**config.mk**
```make
export PLATFORM = sky130hd
export DESIGN_NAME = vga_draw_arbiter
export DESIGN_NICKNAME = d
export VERILOG_FILES = /design/src/rtl/vga_draw_pkg.sv /design/src/rtl/vga_draw_arbiter_rr_priority_pick.sv /design/src/rtl/vga_draw_arbiter.sv
export SDC_FILE = /design/constraint.sdc
export NUM_CORES = 1
export LEC_CHECK = 0
export BUFFER_PORTS_ARGS = -buffer_cell sky130_fd_sc_hd__buf_2
export CAP_MARGIN = 20
export CORE_ASPECT_RATIO = 0.9
export CORE_MARGIN = 2
export CORE_UTILIZATION = 55
export CTS_CLUSTER_SIZE = 40
export DETAILED_ROUTE_END_ITERATION = 6
export GPL_TIMING_DRIVEN = 0
export HOLD_SLACK_MARGIN = 0.08
export PLACE_DENSITY = 0.84
export SYNTH_ARGS = -nofsm -noshare
export SYNTH_HDL_FRONTEND = slang
export SYNTH_SLANG_ARGS = --single-unit
```
**constraint.sdc**
```tcl
create_clock -name clk -period 4.5 [get_ports clk]
set_input_delay 1.35 -clock clk [delete_from_list [all_inputs] [get_ports clk]]
set_output_delay 1.35 -clock clk [all_outputs]
set_load 0.05 [all_outputs]
```
**src/rtl/vga_draw_pkg.sv**
```systemverilog
// Shared types and geometry for the VGA draw arbiter.
// Client indices follow the draw FSMs that sit upstream.
package vga_draw_pkg;

  localparam int X_W   = 8;
  localparam int Y_W   = 7;
  localparam int C_W   = 3;
  localparam int X_MAX = 159;
  localparam int Y_MAX = 119;

  localparam int CL_BALL   = 0;
  localparam int CL_PADDLE = 1;
  localparam int CL_SCORE  = 2;

  typedef enum logic [1:0] {
    IDLE,
    OWN,
    RELEASE
  } state_e;

endpackage

```
**src/rtl/vga_draw_arbiter_rr_priority_pick.sv**
```systemverilog
// Round-robin pick: first eligible request at or above the
// pointer, wrapping back to index 0.
module rr_priority_pick #(
  parameter int N  = 3,
  parameter int PW = 2
) (
  input  logic [N-1:0]  req_eligible,
  input  logic [PW-1:0] pointer,
  output logic [N-1:0]  winner,
  output logic          any_valid
);

  logic [PW:0]   sum;
  logic [PW-1:0] idx;

  // Walk from farthest to nearest so the nearest hit wins.
  always_comb begin
    winner = '0;
    sum    = '0;
    idx    = '0;
    for (int k = N - 1; k >= 0; k--) begin
      sum = {1'b0, pointer} + (PW+1)'(k);
      if (sum >= (PW+1)'(N))
        sum = sum - (PW+1)'(N);
      idx = sum[PW-1:0];
      if (req_eligible[idx]) begin
        winner      = '0;
        winner[idx] = 1'b1;
      end
    end
  end

  assign any_valid = |req_eligible;

endmodule

```
**src/rtl/vga_draw_arbiter.sv**
```systemverilog
// Frame-buffer plot port arbiter: round-robin grant with a
// hold watchdog, registered pixel path and off-screen clipping.
module vga_draw_arbiter #(
  parameter int N_CLIENTS = 3,
  parameter int X_W       = vga_draw_pkg::X_W,
  parameter int Y_W       = vga_draw_pkg::Y_W,
  parameter int C_W       = vga_draw_pkg::C_W,
  parameter int X_MAX     = vga_draw_pkg::X_MAX,
  parameter int Y_MAX     = vga_draw_pkg::Y_MAX,
  parameter int HOLD_MAX  = 1024
) (
  input  logic                     clk,
  input  logic                     resetn,
  input  logic [N_CLIENTS-1:0]     req,
  input  logic [N_CLIENTS-1:0]     wr,
  input  logic [N_CLIENTS*X_W-1:0] x_in,
  input  logic [N_CLIENTS*Y_W-1:0] y_in,
  input  logic [N_CLIENTS*C_W-1:0] c_in,
  output logic [N_CLIENTS-1:0]     gnt,
  output logic [X_W-1:0]           vga_x,
  output logic [Y_W-1:0]           vga_y,
  output logic [C_W-1:0]           vga_colour,
  output logic                     vga_plot,
  output logic                     busy,
  output logic [7:0]               clip_cnt
);

  import vga_draw_pkg::*;

  localparam int PW = (N_CLIENTS > 1) ? $clog2(N_CLIENTS) : 1;
  localparam int HW = $clog2(HOLD_MAX + 1);

  state_e state_q, state_d;

  logic [PW-1:0]        ptr_q, owner_q, win_idx, ptr_next;
  logic [N_CLIENTS-1:0] mask_q, eligible, winner;
  logic                 any_valid;
  logic [HW-1:0]        hold_q;
  logic                 own_req, timeout;
  logic                 grant_now, end_own, set_mask;
  logic                 accept, in_range;
  logic [X_W-1:0]       x_sel;
  logic [Y_W-1:0]       y_sel;
  logic [C_W-1:0]       c_sel;

  assign eligible = req & ~mask_q;

  rr_priority_pick #(
    .N  (N_CLIENTS),
    .PW (PW)
  ) u_pick (
    .req_eligible (eligible),
    .pointer      (ptr_q),
    .winner       (winner),
    .any_valid    (any_valid)
  );

  always_comb begin
    win_idx = '0;
    for (int i = 0; i < N_CLIENTS; i++)
      if (winner[i])
        win_idx = PW'(i);
  end

  assign own_req  = req[owner_q];
  assign timeout  = own_req && (hold_q == HW'(HOLD_MAX - 1));
  assign ptr_next = (owner_q == PW'(N_CLIENTS - 1))
                  ? '0 : owner_q + 1'b1;

  always_ff @(posedge clk or negedge resetn) begin
    if (!resetn)
      state_q <= IDLE;
    else
      state_q <= state_d;
  end

  always_comb begin
    state_d = state_q;
    unique case (state_q)
      IDLE:    if (any_valid) state_d = OWN;
      OWN:     if (!own_req || timeout) state_d = RELEASE;
      RELEASE: state_d = IDLE;
      default: state_d = IDLE;
    endcase
  end

  always_comb begin
    grant_now = (state_q == IDLE) && any_valid;
    end_own   = (state_q == OWN) && (!own_req || timeout);
    set_mask  = (state_q == OWN) && timeout;
    busy      = (state_q == OWN) || (state_q == RELEASE);
  end

  always_ff @(posedge clk or negedge resetn) begin
    if (!resetn) begin
      gnt     <= '0;
      ptr_q   <= '0;
      owner_q <= '0;
      mask_q  <= '0;
      hold_q  <= '0;
    end else begin
      mask_q <= (mask_q & req) | (set_mask ? gnt : '0);
      if (grant_now) begin
        gnt     <= winner;
        owner_q <= win_idx;
        hold_q  <= '0;
      end else if (end_own) begin
        gnt   <= '0;
        ptr_q <= ptr_next;
      end else if (state_q == OWN) begin
        hold_q <= hold_q + 1'b1;
      end
    end
  end

  // gnt is only non-zero in OWN, so it doubles as the accept gate.
  assign accept   = |(gnt & wr);
  assign x_sel    = x_in[owner_q*X_W +: X_W];
  assign y_sel    = y_in[owner_q*Y_W +: Y_W];
  assign c_sel    = c_in[owner_q*C_W +: C_W];
  assign in_range = (x_sel <= X_W'(X_MAX))
                 && (y_sel <= Y_W'(Y_MAX));

  always_ff @(posedge clk or negedge resetn) begin
    if (!resetn) begin
      vga_x      <= '0;
      vga_y      <= '0;
      vga_colour <= '0;
      vga_plot   <= 1'b0;
      clip_cnt   <= '0;
    end else begin
      vga_plot <= accept && in_range;
      if (accept && in_range) begin
        vga_x      <= x_sel;
        vga_y      <= y_sel;
        vga_colour <= c_sel;
      end
      if (accept && !in_range && clip_cnt != 8'hFF)
        clip_cnt <= clip_cnt + 1'b1;
    end
  end

endmodule
```
Yosys cells after proc, flatten, opt, wreduce, memory -nomap -nowiden
Index checks and enable logic that the tools add are counted.
{ "op_classes": {"shift": 3, "n_eq_ne": 8, "n_mul": 2, "n_addsub": 8, "muxes": 32, "n_reduce_logical": 23, "n_lt_le_gt_ge": 12, "div_mod_pow": 0, "bitwise_logic": 6} }
{ "ops": {"columns": ["operator", "count"], "rows": [
  ["11-bit two-way mux", 3],
  ["24-bit by 6-bit indexed part select with 8-bit output", 1],
  ["21-bit by 6-bit indexed part select with 7-bit output", 1],
  ["3-bit two-way mux", 6],
  ["2-bit two-way mux", 7],
  ["2-bit by 3-bit less-than comparator with 1-bit output, second input constant", 4],
  ["11-bit by 1-bit adder with 11-bit output, second input constant", 1],
  ["11-bit by 10-bit == test with 1-bit output, second input constant", 1],
  ["1-bit logical AND", 11],
  ["3-bit bitwise AND", 3],
  ["9-bit by 5-bit indexed part select with 3-bit output", 1],
  ["8-bit by 1-bit adder with 8-bit output, second input constant", 1],
  ["1-bit binary-select mux with 2-bit select", 4],
  ["8-bit <= comparator, second input constant", 1],
  ["1-bit two-way mux", 8],
  ["8-bit inequality test, second input constant", 1],
  ["7-bit <= comparator, second input constant", 1],
  ["1-bit demux with 2-bit select", 3],
  ["2-bit by 1-bit greater-or-equal comparator with 1-bit output, second input constant", 3],
  ["3-bit by 2-bit greater-or-equal comparator with 1-bit output, second input constant", 2],
  ["2-bit inequality test, second input constant", 3],
  ["2-bit AND reduction", 3],
  ["3-bit OR reduction", 2],
  ["2-bit subtractor, second input constant", 3],
  ["other kinds (16)", 20]
]} }
{ "word_totals": {"latch_bits": 0, "rom_bits": 0, "mem_count": 0, "mem_bits_rw": 0, "register_bits": 50} }

Logic depth before layout (Yosys ltp)
Gate-level depths: netlist of the first run.
{ "logic_depth": {"ltp_word": 12, "ltp_mapped": 8} }

By module
A second synthesis of the first run with hierarchy kept.
{ "hier_totals": {"hier_cells": 306, "area_unflattened_um2": 2885.3} }
{ "by_module_without_submodules": {"columns": ["module", "area_each_um2", "cells_per_inst", "seq_area_each_um2", "n_inst"], "rows": [
  ["vga_draw_arbiter", 2576.2, 263, 1251.2, 1],
  ["rr_priority_pick", 309.0, 43, 0.0, 1]
]} }

Worst setup path after synthesis of the first run
OpenSTA, ideal clock, no wires.
{ "synth_timing": {"path_type": "input to register", "from": "in wr[0]", "to": "reg clip_cnt[1]", "arrival_ps": 2583, "cell_stages": 4, "slack_ps": 1792, "setup_ps": 125, "n_path_buf": 0, "required_time_ps": 4375, "cell_sequence": "a222oi_1 a31oi_1 a21bo_2 mux2_2"} }
{ "synth_via": {"elab_chain_len": 4} }
{ "synth_lines": {"columns": ["element", "line", "rtl"], "rows": [
  ["start: declaration", "vga_draw_arbiter.sv:15", "input logic [N_CLIENTS-1:0] wr,"],
  ["3-bit bitwise AND", "vga_draw_arbiter.sv:117", "assign accept = |(gnt & wr);"],
  ["3-bit OR reduction", "vga_draw_arbiter.sv:117", null],
  ["1-bit logical AND (2 in a row)", "vga_draw_arbiter.sv:138", "if (accept && !in_range && clip_cnt != 8'hFF)"],
  ["end signal: assignment", "vga_draw_arbiter.sv:139", "clip_cnt <= clip_cnt + 1'b1;"],
  ["end: declaration", "vga_draw_arbiter.sv:25", "output logic [7:0] clip_cnt"]
]} }
No other way between the ends.
A chain may end at the register's enable or synchronous reset.

Worst setup path in the final report of the first run
Same ends and word-level chain as after synthesis.

==> results by group, run 1 <==
Setup path
  • Critical path capture point type: flop
  • Max FO, Critical Path: 5
  • Worst Path Required: 4.70 ns
  • Crit path launch type: primary input
  • Buf+Inv Stages, Crit Path: 1
  • Worst EP arrival: 2.95 ns
  • Crit-path leading delay family: compound AO/OA/AOI/OAI gates
  • Critical path type: in2reg
  • Slowest CP cell: a222oi_1
  • CP Cell Sequence: buf_2 -> a222oi_1 -> a31oi_1 -> a21bo_2 -> mux2_2
  • Critical Path Max Stage Delay: 0.67 ns

Die
  • Boundary pin count: 93
  • Die height: 72.0 um
  • Die area: 5730 sq um
  • Initial Util: 0.578
  • CORE AREA: 4890 sq um
  • Row count: 24
  • Die Wd: 79.6 um

STA
  • Crit share post-route: 0.611
  • Maximum clock frequency: 364 MHz
  • Slew @ Worst Pin: 0.733 ns
  • Min cycle time layout: 2.75 ns
  • TNS Setup: 0 ns
  • Final setup fails: 0
  • Clk_skew: 0.00568 ns
  • Fin. max-slew vios: 0
  • Fin. Hold Viols: 0
  • RSZ-0062 raised after global routing: false
  • Worst slew margin: 0.511

GRT
  • Gr usage total: 0.243
  • Vias in the first global route: 2400
  • Initial antenna violation count: 0
  • Largest net degree at the start of global routing: 51
  • GRT Residual Overflow: 0
  • First-pass GRT wire length: 10800 um

Routing
  • DRT iter0 DRCs: 142
  • Wire per inst: 15.7 um
  • Vias after detailed routing: 2407
  • Drt first pass iters: 4
  • DRC: 0
  • Antenna Nets Post-Route: 0
  • Via density: 5.60
  • WL final: 6760 um

Synth
  • Xor/xnor cell area share of the yosys netlist: 0.0496
  • Syn avg cell area: 10.7 sq um
  • Main combinational cell family by area after synthesis: multiplexers
  • Cells after Synth: 264
  • Post-synth cell types: 42
  • Post-synthesis sequential area ratio: 0.442
  • Yosys reg bits: 50
  • Synth Area in Compound Gates: 0.109
  • Post-synthesis simple-gate area fraction: 0.150
  • Net count after synthesis: 335
  • Multiplexer share of the synthesized area: 0.181
  • Adder-cell share of the synthesized area: 0.0398
  • Post-Syn Area: 2830 sq um
  • Syn. warnings: 0

Clock tree
  • Reg clk slew, reported paths: 0.09 ns
  • Resize count post-CTS: 0
  • CTS root buf: clkbuf_8
  • Clk buf depth: 2
  • Worst-skew pair later-pin latency: 0.31 ns
  • H-tree Lvls: 2
  • Clk sinks: 50
  • Post-CTS Repair Setup Buffers: 0
  • TritonCTS clock tree: done
  • Hold_buf cts: 0
  • CTS Buf Count: 5

Final layout
  • Most frequent cells in the layout: buf_2, dfrtp_1, nand2_1
  • Diode count: 0
  • Final Non-Filler Cells: 430
  • P&R area growth vs syn: 23.8%
  • Most common cell after layout, fill and taps aside: buf_2
  • Nets@finish: 435
  • Layout cell share with drive strength beyond 1: 0.362

Power
  • PwrDens: 698 nW/um^2
  • Peak supply drop: 0.502 mV
  • Leak Pwr: 0.00174 uW

Run
  • Max-cap check violation count: 0

Placed design
  • Final HPWL DP: 5070 um
  • IO Port Bufs: 92
  • RePlAce Congestion: 0.799
  • Placed cells: 421

Worst hold path
  • Class of the worst hold path: reg2reg

Outcome
  • Status: finished clean
## sequential cells by signal, summed over array words and instances (netlist names)
signal	flops
vga_x	8
hold_q	11
mask_q	3
clip_cnt	8
vga_y	7
state_q	2
owner_q	2
vga_plot	1
gnt	3
ptr_q	2
vga_colour	3
## cell type report
cell class / count / area (sq um)
inverter: 5 / 18.8
buffer: 10 / 58.8
multi-input combinational: 199 / 1500
clock buffer: 5 / 68.8
sequential: 50 / 1250
fill: 357 / 1390
clock inverter: 3 / 43.8
tap: 65 / 81.3
timing repair buffer: 93 / 480
## power by group
group	leakage [uW]	switching (uW)	internal [uW]	total, uW
Sequential	0.000645	107	596	704
Combinational	0.00104	927	495	1420
Clock	0.0000585	153	167	320
Total	0.00174	1190	1260	2450
## through the flow
step	total power (uW)	worst slack, ns	hold slack (ns)	util	area, sq um
floorplan	1800	1.79	0.474	-	2830
global placement	2080	1.42	0.486	0.688	3370
detailed placement	2120	1.41	0.481	0.688	3370
CTS	2450	1.74	0.496	0.711	3480
global route	2590	1.60	0.527	0.715	3500
finish	2450	1.75	0.489	0.715	3500
## metal layers
metal  track usage  part of all wire
met4        0.0843             0.017
met5             0                 0
met2         0.427              0.52
met3        0.0560             0.050
met1         0.296              0.41
## cell usage after synthesis
| library cell | count | area share |
|---|---|---|
| nand4_1 | 7 | 0.015 |
| o21ai_1 | 2 | 0.0035 |
| a22o_1 | 4 | 0.012 |
| o2bb2ai_1 | 8 | 0.025 |
| a31oi_1 | 2 | 0.0044 |
| nand3_1 | 4 | 0.0071 |
| buf_4 | 1 | 0.0027 |
| o21a_1 | 1 | 0.0027 |
| a21bo_2 | 1 | 0.0035 |
| nand2b_1 | 3 | 0.0066 |
| mux2_4 | 9 | 0.048 |
| o311a_1 | 1 | 0.0035 |
| nor2b_1 | 6 | 0.013 |
| nor3_1 | 3 | 0.0053 |
| nand3b_1 | 2 | 0.0053 |
| inv_1 | 5 | 0.0066 |
| nor2_4 | 1 | 0.0040 |
| and2_1 | 1 | 0.0022 |
| nor4_2 | 1 | 0.0044 |
| clkbuf_1 | 5 | 0.0066 |
| a311o_1 | 1 | 0.0035 |
| a211o_1 | 1 | 0.0031 |
| a32o_1 | 1 | 0.0035 |
| ha_1 | 9 | 0.040 |
| a21oi_1 | 3 | 0.0053 |
| xor2_1 | 12 | 0.037 |
| o21ai_0 | 17 | 0.030 |
| nand2_2 | 1 | 0.0022 |
| nor2_1 | 14 | 0.019 |
| and3_1 | 9 | 0.020 |
| mux2_2 | 13 | 0.052 |
| or3_1 | 1 | 0.0022 |
| buf_2 | 2 | 0.0035 |
| xnor2_1 | 4 | 0.012 |
| dfrtp_1 | 50 | 0.44 |
| nand2_1 | 29 | 0.038 |
| buf_6 | 2 | 0.0080 |
| o31ai_1 | 2 | 0.0053 |
| and3b_1 | 1 | 0.0031 |
| nor4_1 | 1 | 0.0022 |
| mux2i_1 | 23 | 0.081 |
| a222oi_1 | 1 | 0.0035 |
## worst paths after layout
kind	cells past startpoint	slack (ns)	startpoint	end
max	5	1.75	wr[0]	clip_cnt[1]$_DFFE_PN0P_
min	1	0.49	clip_cnt[7]$_DFFE_PN0P_	clip_cnt[7]$_DFFE_PN0P_
max reg2reg	8	2.17	ptr_q[0]$_DFFE_PN0P_	owner_q[1]$_DFFE_PN0P_
min reg2reg	1	0.49	clip_cnt[7]$_DFFE_PN0P_	clip_cnt[7]$_DFFE_PN0P_
max in group asynchronous	2	3.13	resetn	state_q[1]$_DFFE_PN0P_
min in group asynchronous	1	0.88	resetn	mask_q[2]$_DFF_PN0_
## kinds of logic after synthesis
logic type      count (synthesis)
fa+ha+maj                       9
simple gates                   84
flops                          50
buf+inv                        15
xor+xnor                       16
compound gates                 45
mux                            45
No activity file was read; power rests on OpenSTA's default activity.
==> run 2: changes to the inputs <==
--- a/config.mk
+++ b/config.mk
@@ -5,16 +5,17 @@
 export SDC_FILE = /design/constraint.sdc
 export NUM_CORES = 1
 export LEC_CHECK = 0
+export ABC_AREA = 1
 export BUFFER_PORTS_ARGS = -buffer_cell sky130_fd_sc_hd__buf_2
 export CAP_MARGIN = 20
 export CORE_ASPECT_RATIO = 0.9
 export CORE_MARGIN = 2
-export CORE_UTILIZATION = 55
+export CORE_UTILIZATION = 48
 export CTS_CLUSTER_SIZE = 40
 export DETAILED_ROUTE_END_ITERATION = 6
 export GPL_TIMING_DRIVEN = 0
 export HOLD_SLACK_MARGIN = 0.08
-export PLACE_DENSITY = 0.84
+export PLACE_DENSITY = 0.76
 export SYNTH_ARGS = -nofsm -noshare
 export SYNTH_HDL_FRONTEND = slang
 export SYNTH_SLANG_ARGS = --single-unit
==> constraint.sdc (replaced) <==
create_clock -name clk -period 2.5 [get_ports clk]
set_input_delay 0.75 -clock clk [delete_from_list [all_inputs] [get_ports clk]]
set_output_delay 0.75 -clock clk [all_outputs]
set_load 0.05 [all_outputs]
==> run 2 against run 1 <==
  * First-iteration DRC count shrank 9.9%
  * Largest power group unchanged
  * Highest routed layer unchanged
  * Register-to-register slack lost 1.5 ns
  * Setup slack lost 1.3 ns
  * Synthesized area grew 15%
  * Non-clock buffer count grew 4
==> results by group, run 2 <==
Routing
  • Wire per inst: 12.8 um (was 15.7 um)
  • Drt first pass iters: 4 (unchanged)
  • WL final: 7840 um (was 6760 um)
  • DRC: 0 (unchanged)
  • Via density: 5.11 (was 5.60)
  • Vias after detailed routing: 3120 (was 2407)
  • Antenna Nets Post-Route: 0 (unchanged)
  • DRT iter0 DRCs: 128 (was 142)

Setup path
  • Slowest CP cell: dfrtp_1 (was a222oi_1)
  • R2r setup slk: 0.65 ns (was 2.17 ns)
  • Critical path type: reg2out (was in2reg)
  • Crit-path leading delay family: flip-flops (was compound AO/OA/AOI/OAI gates)
  • Max FO, Critical Path: 4 (was 5)
  • Crit path launch type: flop (was primary input)
  • CP endpoint: busy (was clip_cnt[1]$_DFFE_PN0P_)
  • CP Launch Point: state_q[0]$_DFFE_PN0P_ (was wr[0])
  • Worst EP arrival: 1.30 ns (was 2.95 ns)
  • Worst Path Required: 1.75 ns (was 4.70 ns)
  • WP depth: 3 (was 5)
  • Critical path capture point type: primary output (was flop)
  • Buf+Inv Stages, Crit Path: 2 (was 1)
  • Critical Path Max Stage Delay: 0.41 ns (was 0.67 ns)
  • Worst r2r dst: owner_q[1]$_DFFE_PN0P_ (unchanged)
  • CP Cell Sequence: inv_1 -> ha_1 -> buf_2 (was buf_2 -> a222oi_1 -> a31oi_1 -> a21bo_2 -> mux2_2)
  • Worst R2R Path Depth: 10 (was 8)
  • Worst reg2reg path startpoint: ptr_q[0]$_DFFE_PN0P_ (unchanged)

Final layout
  • Layout cell share with drive strength beyond 1: 0.284 (was 0.362)
  • Nets@finish: 591 (was 435)
  • Register area: 1250 sq um (unchanged)
  • Area taken by multi-input logic gates: 1780 sq um (was 1500 sq um)
  • Most common cell after layout, fill and taps aside: nand2_1 (was buf_2)
  • Largest register FFs: 11 (unchanged)
  • P&R area growth vs syn: 20.9% (was 23.8%)
  • Core Util, Final: 0.599 (was 0.715)
  • Most frequent cells in the layout: nand2_1, buf_2, nand3_1 (was buf_2, dfrtp_1, nand2_1)
  • Filler instances: 637 (was 357)
  • Diode count: 0 (unchanged)
  • Top Registers: hold_q (11), clip_cnt (8), vga_x (8) (unchanged)
  • Most flops, register: hold_q (unchanged)

Synth
  • Synth top area share: 0.383 (was 0.442)
  • Cell with the most instances after synthesis: nand2_1 (was dfrtp_1)
  • Post-Syn Area: 3260 sq um (was 2830 sq um)
  • Net count after synthesis: 491 (was 335)
  • Post-synthesis sequential area ratio: 0.383 (was 0.442)
  • Async set-reset flop share out of synthesis: 1.00 (unchanged)
  • Top cells by area, synth: dfrtp_1, nand2_1, nand3_1, nand4_1, ha_1 (was dfrtp_1, mux2i_1, mux2_2, mux2_4, ha_1)
  • Largest area contributor in the netlist: dfrtp_1 (unchanged)
  • Cells after Synth: 420 (was 264)
  • Syn. warnings: 0 (unchanged)
  • Most common flop cell mapped by yosys: dfrtp_1 (unchanged)
  • Synth cell count leaders: nand2_1, nand3_1, dfrtp_1 (was dfrtp_1, nand2_1, mux2i_1)
  • Syn avg cell area: 7.77 sq um (was 10.7 sq um)
  • Post-synth cell types: 32 (was 42)
  • Post-synth EDFFs: 0 (unchanged)
  • Yosys reg bits: 50 (unchanged)

STA
  • RSZ-0062 raised after global routing: false (unchanged)
  • Fin. max-slew vios: 0 (unchanged)
  • Slew @ Worst Pin: 0.595 ns (was 0.733 ns)
  • Crit share post-route: 0.819
  • Maximum clock frequency: 488 MHz
  • Worst slew margin: 0.603 (was 0.511)
  • TNS Setup: 0 ns (unchanged)
  • Fin. Hold Viols: 0 (unchanged)
  • Clk_skew: 0.00674 ns (was 0.00568 ns)
  • Final setup fails: 0 (unchanged)
  • Min cycle time layout: 2.05 ns

Clock tree
  • Clk buf depth: 2 (unchanged)
  • TritonCTS clock tree: done (unchanged)
  • Resize count post-CTS: 0 (unchanged)
  • Reg clk slew, reported paths: 0.10 ns (was 0.09 ns)
  • Worst-skew pair later-pin latency: 0.31 ns (about the same)
  • CTS Buf Count: 5 (unchanged)
  • Post-CTS Repair Setup Buffers: 0 (unchanged)
  • H-tree Lvls: 2 (unchanged)
  • CTS root buf: clkbuf_8 (unchanged)
  • Hold_buf cts: 0 (unchanged)
  • Clk sinks: 50 (unchanged)

Power
  • Peak supply drop: 0.639 mV (was 0.502 mV)
  • Leak Pwr: 0.00222 uW (was 0.00174 uW)
  • Post-layout power: 4710 uW (was 2450 uW)
  • PwrDens: 1190 nW/um^2 (was 698 nW/um^2)

Die
  • Die Wd: 90.9 um (was 79.6 um)
  • Initial Util: 0.496 (was 0.578)
  • Die area: 7480 sq um (was 5730 sq um)
  • Row count: 28 (was 24)
  • Die height: 82.2 um (was 72.0 um)
  • Boundary pin count: 93 (unchanged)
  • CORE AREA: 6590 sq um (was 4890 sq um)

Placed design
  • RePlAce Congestion: 0.858 (was 0.799)
  • Final HPWL DP: 6030 um (was 5070 um)
  • IO Port Bufs: 92 (unchanged)

GRT
  • Vias in the first global route: 2821 (was 2400)
  • GRT Residual Overflow: 0 (unchanged)
  • Initial antenna violation count: 0 (unchanged)
  • Largest net degree at the start of global routing: 51 (unchanged)
  • First-pass GRT wire length: 13100 um (was 10800 um)
  • Gr usage total: 0.216 (was 0.243)

Worst hold path
  • Class of the worst hold path: in2async (was reg2reg)

Outcome
  • Status: finished clean (unchanged)

Run
  • Max-cap check violation count: 0 (unchanged)
[run 2: cell count changes after synthesis, sizes merged, moves of 15 or more]
cell | before | now
nand2 | 30 | 171
nand3 | 4 | 76
inv | 5 | 30
mux2i | 23 | 0
mux2 | 22 | 0
nand4 | 7 | 22
[run 2: power by group]
group	total (uW)	switching, uW	internal [uW]
registers	1230	179	1050
logic	2990	2130	859
clock network	488	291	197
total	4710	2600	2110
[run 2: worst min path at each step]
stage                                 startpoint                endpoint  slack [ns]  depth (start not counted)
after floorplan           state_q[1]$_DFFE_PN0P_  state_q[1]$_DFFE_PN0P_        0.44                          2
after detailed placement    vga_x[4]$_DFFE_PN0P_    vga_x[4]$_DFFE_PN0P_        0.45                          2
after global placement      vga_y[3]$_DFFE_PN0P_    vga_y[3]$_DFFE_PN0P_        0.45                          2
after global routing                      resetn    vga_y[3]$_DFFE_PN0P_        0.28                          1
after CTS                   vga_x[4]$_DFFE_PN0P_    vga_x[4]$_DFFE_PN0P_        0.48                          2
final                                     resetn    vga_y[3]$_DFFE_PN0P_        0.28                          1
[run 2: routing by layer]
layer / GRT usage / part of all wire / up-vias
met5: 0 / 0 / -
met3: 0.0345 / 0.053 / 7
met1: 0.283 / 0.46 / 1457
met2: 0.387 / 0.48 / 80
met4: 0.0409 / 0.0075 / 0
li1: - / - / 1576
[run 2: layout make-up]
| type | instances | share of cell area |
|---|---|---|
| Sequential cell | 50 | 0.317 |
| Clock inverter | 3 | 0.00539 |
| Tap cell | 90 | 0.0285 |
| Clock buffer | 5 | 0.0174 |
| Timing Repair Buffer | 93 | 0.122 |
| Inverter | 30 | 0.0304 |
| Buffer | 14 | 0.0279 |
| Multi-Input combinational cell | 326 | 0.452 |
[run 2: worst register-to-register path, delay by kind of cell, from the launching register on]
| family | cells | cell delay, ns |
|---|---|---|
| fa+ha+maj | 1 | 0.36 |
| flops | 1 | 0.45 |
| simple gates | 6 | 0.61 |
| compound gates | 1 | 0.09 |
| buf+inv | 2 | 0.22 |
[run 2: per-stage QoR]
step	hold slack [ns]	area, sq um	setup WS [ns]	std cells
2_1_floorplan	0.442	3260	0.739	420
3_3_place_gp	0.449	3840	0.407	602
4_1_cts	0.477	3930	0.448	610
3_5_place_dp	0.454	3840	0.368	602
5_1_grt	0.282	3950	0.389	611
6_report	0.279	3950	0.452	611
[run 2: cell families (layout without fill, tap and decap cells)]
group,after synthesis,after routing,synth area share
AOI/OAI and AO/OA,11,11,0.0176
xor gates and xnor gates,14,14,0.0376
adders and majority gates,9,9,0.0345
buffers and inverters,44,145,0.0705
DFF,50,50,0.383
and+or+nand+nor,292,292,0.456
==> run 3: changes to the inputs <==
--- a/config.mk
+++ b/config.mk
@@ -5,17 +5,17 @@
 export SDC_FILE = /design/constraint.sdc
 export NUM_CORES = 1
 export LEC_CHECK = 0
-export ABC_AREA = 1
+export ABC_AREA = 0
 export BUFFER_PORTS_ARGS = -buffer_cell sky130_fd_sc_hd__buf_2
 export CAP_MARGIN = 20
 export CORE_ASPECT_RATIO = 0.9
 export CORE_MARGIN = 2
-export CORE_UTILIZATION = 48
+export CORE_UTILIZATION = 46
 export CTS_CLUSTER_SIZE = 40
 export DETAILED_ROUTE_END_ITERATION = 6
 export GPL_TIMING_DRIVEN = 0
 export HOLD_SLACK_MARGIN = 0.08
-export PLACE_DENSITY = 0.76
+export PLACE_DENSITY = 0.75
 export SYNTH_ARGS = -nofsm -noshare
 export SYNTH_HDL_FRONTEND = slang
 export SYNTH_SLANG_ARGS = --single-unit
==> constraint.sdc (replaced) <==
create_clock -name clk -period 1.8 [get_ports clk]
set_input_delay 0.54 -clock clk [delete_from_list [all_inputs] [get_ports clk]]
set_output_delay 0.54 -clock clk [all_outputs]
set_load 0.05 [all_outputs]
==> run 3 against run 2 <==
  * The flow now finishes with violations (negative setup slack)
  * Setup slack lost 0.75 ns
  * Hold slack gained 0.24 ns
  * Critical path depth is 5 higher
  * Sequential share of layout area is 2.2 points lower
  * First-iteration DRC count rose by 20%
  * Non-clock buffer count grew 35
  * Clock power is 77% higher
  * Final cell count down 22%
  * Global-route usage fell by 0.25 points
  * Utilization rose by 11 points
  * Critical path type is now reg2reg
  * Critical endpoint is now vga_colour[1]$_DFFE_PN0P_
  * Largest power group unchanged
==> results by group, run 3 (same netlist as run 1, synthesis figures left out) <==
Outcome
  • Status: finished with violations (was finished clean)
  • Failing checks: negative setup slack

Final layout
  • Most frequent cells in the layout: buf_2, dfrtp_1, buf_4 (was nand2_1, buf_2, nand3_1)
  • Register area: 1260 sq um (was 1250 sq um)
  • Largest register FFs: 11 (unchanged)
  • Nets@finish: 474 (was 591)
  • Most common cell after layout, fill and taps aside: buf_2 (was nand2_1)
  • Diode count: 0 (unchanged)
  • Layout cell share with drive strength beyond 1: 0.547 (was 0.284)
  • Core Util, Final: 0.708 (was 0.599)
  • Post-route cell area: 4280 sq um (was 3950 sq um)
  • Top Registers: hold_q (11), clip_cnt (8), vga_x (8) (unchanged)
  • Area taken by multi-input logic gates: 1840 sq um (was 1780 sq um)
  • P&R area growth vs syn: 51.4% (was 20.9%)
  • Most flops, register: hold_q (unchanged)
  • Filler instances: 386 (was 637)

Die
  • Die area: 6790 sq um (was 7480 sq um)
  • Die Wd: 86.6 um (was 90.9 um)
  • CORE AREA: 6050 sq um (was 6590 sq um)
  • Initial Util: 0.468 (was 0.496)
  • Boundary pin count: 93 (unchanged)
  • Die height: 78.4 um (was 82.2 um)
  • Row count: 27 (was 28)

GRT
  • GRT Residual Overflow: 0 (unchanged)
  • Gr usage total: 0.214 (was 0.216)
  • Initial antenna violation count: 0 (unchanged)
  • Vias in the first global route: 2522 (was 2821)
  • Largest net degree at the start of global routing: 51 (unchanged)
  • First-pass GRT wire length: 11500 um (was 13100 um)

Worst hold path
  • Worst hold stages: 2
  • Hold Startpoint: req[0]
  • Hold Crit Endpoint: mask_q[0]$_DFF_PN0_
  • Class of the worst hold path: in2reg (was in2async)

Placed design
  • Placed cell area: 3450 sq um (was 3840 sq um)
  • Final HPWL DP: 4900 um (was 6030 um)
  • IO Port Bufs: 92 (unchanged)
  • RePlAce Congestion: 0.764 (was 0.858)
  • Pre-CTS setup slack: -0.517 ns (was 0.368 ns)

Setup path
  • Worst R2R Path Depth: 8 (was 10)
  • Worst r2r dst: vga_colour[1]$_DFFE_PN0P_ (was owner_q[1]$_DFFE_PN0P_)
  • Max FO, Critical Path: 5 (was 4)
  • Critical path capture point type: flop (was primary output)
  • Worst reg2reg path startpoint: owner_q[1]$_DFFE_PN0P_ (was ptr_q[0]$_DFFE_PN0P_)
  • Critical path type: reg2reg (was reg2out)
  • Worst EP arrival: 2.31 ns (was 1.30 ns)
  • Crit path launch type: flop (unchanged)
  • Worst Path Required: 2.01 ns (was 1.75 ns)
  • R2r setup slk: -0.30 ns (was 0.65 ns)

Clock tree
  • Clk sinks: 50 (unchanged)
  • CTS root buf: clkbuf_8 (unchanged)
  • Reg clk slew, reported paths: 0.10 ns (about the same)
  • Worst-skew pair later-pin latency: 0.32 ns (was 0.31 ns)
  • CTS Buf Count: 5 (unchanged)
  • H-tree Lvls: 2 (unchanged)
  • TritonCTS clock tree: done (unchanged)
  • Clk buf depth: 2 (unchanged)

STA
  • Fin. max-slew vios: 0 (unchanged)
  • Final setup fails: 41 (was 0)
  • Crit share post-route: 1.17
  • Min cycle time layout: 2.10 ns
  • Post-route setup slack: -0.302 ns (was 0.452 ns)
  • Slew @ Worst Pin: 0.487 ns (was 0.595 ns)
  • RSZ-0062 raised after global routing: true (was false)
  • Clk_skew: 0.0176 ns (was 0.00674 ns)
  • Worst slew margin: 0.675 (was 0.603)
  • Fin. Hold Viols: 0 (unchanged)
  • Maximum clock frequency: 476 MHz

Routing
  • DRC: 0 (unchanged)
  • Vias after detailed routing: 2622 (was 3120)
  • Drt first pass iters: 4 (unchanged)
  • Wire per inst: 17.6 um (was 12.8 um)
  • DRT iter0 DRCs: 153 (was 128)
  • Via density: 5.51 (was 5.11)
  • Antenna Nets Post-Route: 0 (unchanged)
  • WL final: 8360 um (was 7840 um)

Power
  • Leak Pwr: 0.00206 uW (was 0.00222 uW)
  • PwrDens: 1810 nW/um^2 (was 1190 nW/um^2)
  • Post-layout power: 7740 uW (was 4710 uW)
  • Peak supply drop: 0.606 mV (was 0.639 mV)

Run
  • Max-cap check violation count: 0 (unchanged)
==> run 3: changes by cell type in the layout (fill, tap and decap cells not counted), moves of 19 or more <==
cell / change
nand3_1: -69
inv_1: -22
mux2i_1: +19
buf_4: +29
mux2_4: +22
nand2_1: -128
==> run 3: metrics by stage <==
stage | TNS, ns | cells | hold WS [ns]
global route | -10.13 | 476 | 0.511
finish | -7.09 | 476 | 0.519
global placement | -13.99 | 428 | 0.486
CTS | -2.85 | 461 | 0.471
floorplan | -1.67 | 264 | 0.244
detailed placement | -16.18 | 428 | 0.491
==> run 3: where the power goes <==
group | internal (uW) | total [uW] | switching [uW] | leakage (uW)
Clock | 458 | 862 | 405 | 0.0000618
Combinational | 2250 | 5110 | 2860 | 0.00136
Sequential | 1500 | 1770 | 266 | 0.000635
==> run 3: metal layers <==
metal | part of all wire | vias up | wire (um) | track usage
li1 | - | 1224 | - | -
met1 | 0.41 | 1284 | 3390 | 0.264
met2 | 0.52 | 98 | 4350 | 0.375
met3 | 0.056 | 16 | 469 | 0.0442
met4 | 0.018 | 0 | 147 | 0.0609
met5 | 0 | - | 0 | 0
==> run 3: worst max path at each step <==
stage	from	end	slack (ns)	cells past startpoint
global placement	x_in[21]	vga_colour[2]$_DFFE_PN0P_	-0.45	8
finish	owner_q[1]$_DFFE_PN0P_	vga_colour[1]$_DFFE_PN0P_	-0.30	8
global route	owner_q[1]$_DFFE_PN0P_	vga_y[6]$_DFFE_PN0P_	-0.36	8
detailed placement	x_in[22]	vga_x[7]$_DFFE_PN0P_	-0.52	8
CTS	ptr_q[0]$_DFFE_PN0P_	owner_q[0]$_DFFE_PN0P_	-0.19	7
floorplan	ptr_q[0]$_DFFE_PN0P_	owner_q[1]$_DFFE_PN0P_	-0.12	8
==> run 3: final cells by class <==
type | count | share of cell area
Buffer | 9 | 0.0187
Clock buffer | 6 | 0.0193
Clock inverter | 2 | 0.00906
Inverter | 5 | 0.00497
Multi-Input combinational cell | 199 | 0.431
Sequential cell | 50 | 0.295
Tap cell | 72 | 0.0210
Timing Repair Buffer | 133 | 0.202
==> run 3: critical path, cell delays in order, from the launching register on <==
cell and delay, ns:
dfrtp_2 0.46, buf_12 0.14, mux2i_4 0.23, o2bb2ai_4 0.10, o21ai_4 0.19, nand2_2 0.10, nor2_4 0.26, clkbuf_16 0.21
mux2_4 0.30
==> run 3: timing repair <==
| item | in CTS | in global routing |
|---|---|---|
| resized for setup | 33 | 49 |
| buffers inserted | 24 | 12 |
| pin swaps | 13 | 25 |
| hold endpoints to repair | 0 | 7 |
| setup endpoints to repair | 43 | 46 |
| gates cloned | 1 | 2 |
| hold buffers | 0 | 1 |
